### src/rtl/cpu_oam_dma_pkg.sv
// Shared constants and state encoding for the CPU sprite (OAM) DMA engine.
package cpu_oam_dma_pkg;

  localparam logic [15:0] DMA_REG_ADDR_DEFAULT  = 16'h4014;
  localparam logic [15:0] OAM_DATA_ADDR_DEFAULT = 16'h2004;

  typedef enum logic [2:0] {
    ST_IDLE,
    ST_HALT,
    ST_ALIGN,
    ST_READ,
    ST_WRITE
  } dma_state_t;

endpackage

### src/rtl/cpu_oam_dma.sv
// CPU-driven OAM DMA: a write to the DMA register halts the CPU and copies
// one 256-byte page into the PPU OAMDATA port, one read/write pair per two
// CPU cycles. Reads always land on get cycles, writes on put cycles.
module cpu_oam_dma
  import cpu_oam_dma_pkg::*;
#(
  parameter logic [15:0] DMA_REG_ADDR  = DMA_REG_ADDR_DEFAULT,
  parameter logic [15:0] OAM_DATA_ADDR = OAM_DATA_ADDR_DEFAULT
) (
  input  logic        clk,
  input  logic        rst_n,
  input  logic        cpu_ce,
  input  logic [15:0] dec_addr,
  input  logic        dec_addr_valid,
  input  logic        cpu_wr,
  input  logic [7:0]  cpu_wdata,
  input  logic [7:0]  bus_rdata,
  output logic        cpu_stall,
  output logic [15:0] bus_addr,
  output logic        bus_rd,
  output logic        bus_wr,
  output logic [7:0]  bus_wdata
);

  dma_state_t  state, state_next;
  logic [7:0]  idx;
  logic [7:0]  page;
  logic [7:0]  latch;
  logic        parity;

  logic        trigger;
  logic        load_page;
  logic        capture;
  logic        advance;

  // Register-space write to the exact DMA address; folded mirrors do not match.
  assign trigger = cpu_wr && !dec_addr_valid && (dec_addr == DMA_REG_ADDR);

  // State register; only moves on CPU cycle enables.
  always_ff @(posedge clk or negedge rst_n) begin
    if (!rst_n) begin
      state <= ST_IDLE;
    end else begin
      state <= state_next;
    end
  end

  // Next-state and datapath strobes for the transfer sequencer.
  always_comb begin
    state_next = state;
    load_page  = 1'b0;
    capture    = 1'b0;
    advance    = 1'b0;
    if (cpu_ce) begin
      case (state)
        ST_IDLE: begin
          if (trigger) begin
            state_next = ST_HALT;
            load_page  = 1'b1;
          end
        end
        // parity holds the current cycle; the next cycle is a get cycle
        // exactly when the current one is a put cycle.
        ST_HALT:  state_next = parity ? ST_READ : ST_ALIGN;
        ST_ALIGN: state_next = ST_READ;
        ST_READ: begin
          capture    = 1'b1;
          state_next = ST_WRITE;
        end
        ST_WRITE: begin
          advance    = 1'b1;
          state_next = (idx == 8'hFF) ? ST_IDLE : ST_READ;
        end
        default: state_next = ST_IDLE;
      endcase
    end
  end

  // Page, byte index, data latch and get/put parity tracker.
  always_ff @(posedge clk or negedge rst_n) begin
    if (!rst_n) begin
      idx    <= '0;
      page   <= '0;
      latch  <= '0;
      parity <= 1'b0;
    end else if (cpu_ce) begin
      parity <= ~parity;
      if (load_page) page  <= cpu_wdata;
      if (capture)   latch <= bus_rdata;
      if (advance)   idx   <= idx + 8'd1;
    end
  end

  // Outputs decode from registered state only.
  always_comb begin
    cpu_stall = (state != ST_IDLE);
    bus_rd    = 1'b0;
    bus_wr    = 1'b0;
    bus_addr  = '0;
    bus_wdata = '0;
    case (state)
      ST_READ: begin
        bus_rd   = 1'b1;
        bus_addr = {page, idx};
      end
      ST_WRITE: begin
        bus_wr    = 1'b1;
        bus_addr  = OAM_DATA_ADDR;
        bus_wdata = latch;
      end
      default: ;
    endcase
  end

endmodule

### config.mk
export PLATFORM = sky130hd
export DESIGN_NAME = cpu_oam_dma
export DESIGN_NICKNAME = d
export VERILOG_FILES = /design/src/rtl/cpu_oam_dma_pkg.sv /design/src/rtl/cpu_oam_dma.sv
export SDC_FILE = /design/constraint.sdc
export NUM_CORES = 1
export LEC_CHECK = 0
export ABC_AREA = 0
export CORE_MARGIN = 8
export CORE_UTILIZATION = 41
export DETAILED_ROUTE_END_ITERATION = 8
export PLACE_DENSITY = 0.76
export SYNTH_ARGS = -nofsm -noshare
export SYNTH_HDL_FRONTEND = slang
export SYNTH_SLANG_ARGS = --single-unit
### constraint.sdc
create_clock -name clk -period 2.4 [get_ports clk]
set_input_delay 0.48 -clock clk [delete_from_list [all_inputs] [get_ports clk]]
set_output_delay 0.48 -clock clk [all_outputs]
set_load 0.01 [all_outputs]
==> metrics <==
outcome finished, final reports clean; Antenna diodes 0; commonest non-fill, non-tap cell in the layout clkdlybuf4s50_1; adder-cell area share of the yosys netlist 0.874%; nets 230; critical path's largest stage delay 530 ps; Clock Path Buffers 2; Worst Hold Launch parity$_DFFE_PN0P_; Clock Sinks 28; clock skew 12.7 ps; endpoints failing hold 0; Vias per Instance 4.84; Synth area leaders dfrtp_1, and2_1, mux2_4; reg-to-reg startpoint state[0]$_DFFE_PN0P_; TritonCTS Buffers 3; Initial Util 42.9%; initial drt markers 89; Worst R2R End latch[3]$_DFFE_PN0P_; H-tree levels 1; Internal 1130 uW; vias in the first global route 1,204; first-pass GRT wire length 5.42 mm; post-synth top area share 49.0%; gr usage total 12.2%; Tightest Hold Check Type flop to flop; Hold EP parity$_DFFE_PN0P_; post-route ant nets 0; Clk pwr share 13.8%; Crit-path slowest cell clkdlybuf4s50_1; Synth Area in Compound Gates 4.02%; Crit Path Max Fanout 11; P per Cell Area 741 nW/um2; power share of the combinational group 42.9%; Die Height 75.1 um; Seq pwr share 43.3%; global placement routability congestion 0.712; multiplexer area fraction after synthesis 15.5%; switching part of the total 31.7%; sequential area share after synthesis 49.0%; crit path buf inv count 2; Worst setup EP type primary output; period utilization 96.2%; critical path startpoint category flop; Reg2Reg Setup Slack 570 ps; XOR/XNOR share of the synthesized area 4.90%; Tot Pwr 1660 uW; first-pass iteration count of the detailed router 4; Simple-Gate Fraction of Synth Area 23.3%; Root Buffer clkbuf_4; most frequent cells in the layout clkdlybuf4s50_1, dfrtp_1, and2_1, mux2_2; CTS tree built; Syn Area/Cell 11.9 um2; die area 5640 um2; via count 1,146; GRT overflow 0; Routed WL per cell 14.8 um; Mapped Nets 158; synth-to-layout area growth 56.0%; Max Cap Viol 0; layout cells sized above 1 19.4%; Achievable Freq 433 MHz; largest net degree at the start of global routing 29; drt drc 0; final slew viol count 0; Synth Instances 120; Netlist cell types 30; dpl ws 109 ps; hold-fix buffers at CTS 0; Reg clk slew, reported paths 150 ps; Seq cells post-synth 28; Static Leakage 0.00113 uW; Setup TNS 0 ps; IO buf count 63; Period minus WS final 2310 ps; Worst path top cell family by delay buffers and inverters; Die W 75.1 um; Worst Tran Pin Value 508 ps; area leader, netlist dfrtp_1; post-route setup slack 92.1 ps; IO Count 64; Clock Latency Late Sink 330 ps; largest family of logic cells by synthesized area simple AND/OR/NAND/NOR gates; switching power 524 uW; CP cell instances nor3b_4 > buf_6 > a21o_1 > clkdlybuf4s50_1; worst vdd ir 375 uV; RSZ-0062 raised after global routing false; Max-slew headroom 65.7%; Synth warnings 0; R2R cell count 4; core area 3340 um2; CP Data Required Time 1920 ps; critical path type flop to primary output; final setup vio count 0; Mapped Area 1430 um2; antenna violations before repair 0; WHS Path Cells 1; FP Rows 21; worst path arrival time 1830 ps; Final HPWL DP 2.73 mm; WL final 3.51 mm
cells in the mapped netlist, drive strengths merged:
cell type / count
buf: 2
a21o: 2
dfrtp: 28
o21ai: 2
and3: 1
and2: 23
nor4b: 2
clkbuf: 2
nor2: 3
and4bb: 1
xor2: 2
nand2: 8
nor4: 1
nand4: 3
mux2: 17
nand3: 3
and4: 2
ha: 1
a21oi: 4
nor3b: 2
inv: 1
nand2b: 2
xnor2: 6
or3: 1
a22oi: 1
state kept, by name, summed over array words and instances, names as in the netlist:
signal and cells:
latch 8, state 3, idx 8, parity 1, page 8
layout make-up:
type / count / area (um2)
Clock buffer: 4 / 36.3
Fill cell: 262 / 1100
Inverter: 1 / 3.75
Multi-Input combinational cell: 87 / 701
Sequential cell: 28 / 704
Tap cell: 46 / 57.6
Timing Repair Buffer: 71 / 731
through the flow:
step | util [%] | hold slack [ps] | instances | area (um2)
floorplan | - | 184 | 120 | 1430
global placement | 64.0 | 459 | 230 | 2140
detailed placement | 64.0 | 469 | 230 | 2140
CTS | 65.4 | 488 | 235 | 2180
global route | 66.9 | 524 | 237 | 2230
finish | 66.9 | 484 | 237 | 2230
worst max path at each step:
stage	startpoint	endpoint	slack [ps]	cells past startpoint
global route	state[1]$_DFFE_PN0P_	bus_addr[10]	9	5
CTS	state[0]$_DFFE_PN0P_	bus_wdata[6]	10	4
floorplan	state[0]$_DFFE_PN0P_	bus_addr[0]	570	4
global placement	dec_addr[0]	page[7]$_DFFE_PN0P_	140	7
finish	state[0]$_DFFE_PN0P_	bus_addr[2]	90	4
detailed placement	dec_addr[3]	page[4]$_DFFE_PN0P_	110	7
power by group through the flow:
stage,sequential [uW],combinational (uW),clock (uW)
floorplan,689,419,0
detailed placement,721,659,0
global route,733,783,253
global placement,709,637,0
CTS,707,681,239
finish,717,711,229
worst reg2reg max path: stages (launching register included):
cell      delay, ps
dfrtp_2         480
or3_4           400
a22oi_2         260
nand2b_4        280
mux2_4          330
logic make-up after synthesis:
kind of cell    count (synthesis)
simple gates                   52
flops                          28
mux                            17
compound gates                  9
xor+xnor                        8
buf+inv                         5
fa+ha+maj                       1
repair_timing:
action                     in CTS  in global routing
setup buffers                   1                  2
setup endpoints to repair      10                 24
gates resized for setup         1                 13
per-layer routing:
layer | part of all wire [%] | up-vias | track usage (%)
met3 | 9.4 | 2 | 4.53
met1 | 41 | 540 | 14.6
met5 | 0 | - | 0
li1 | - | 559 | -
met4 | 0.74 | 0 | 3.26
met2 | 49 | 45 | 19.9
Note: power is estimated with default switching activity, not from simulation.
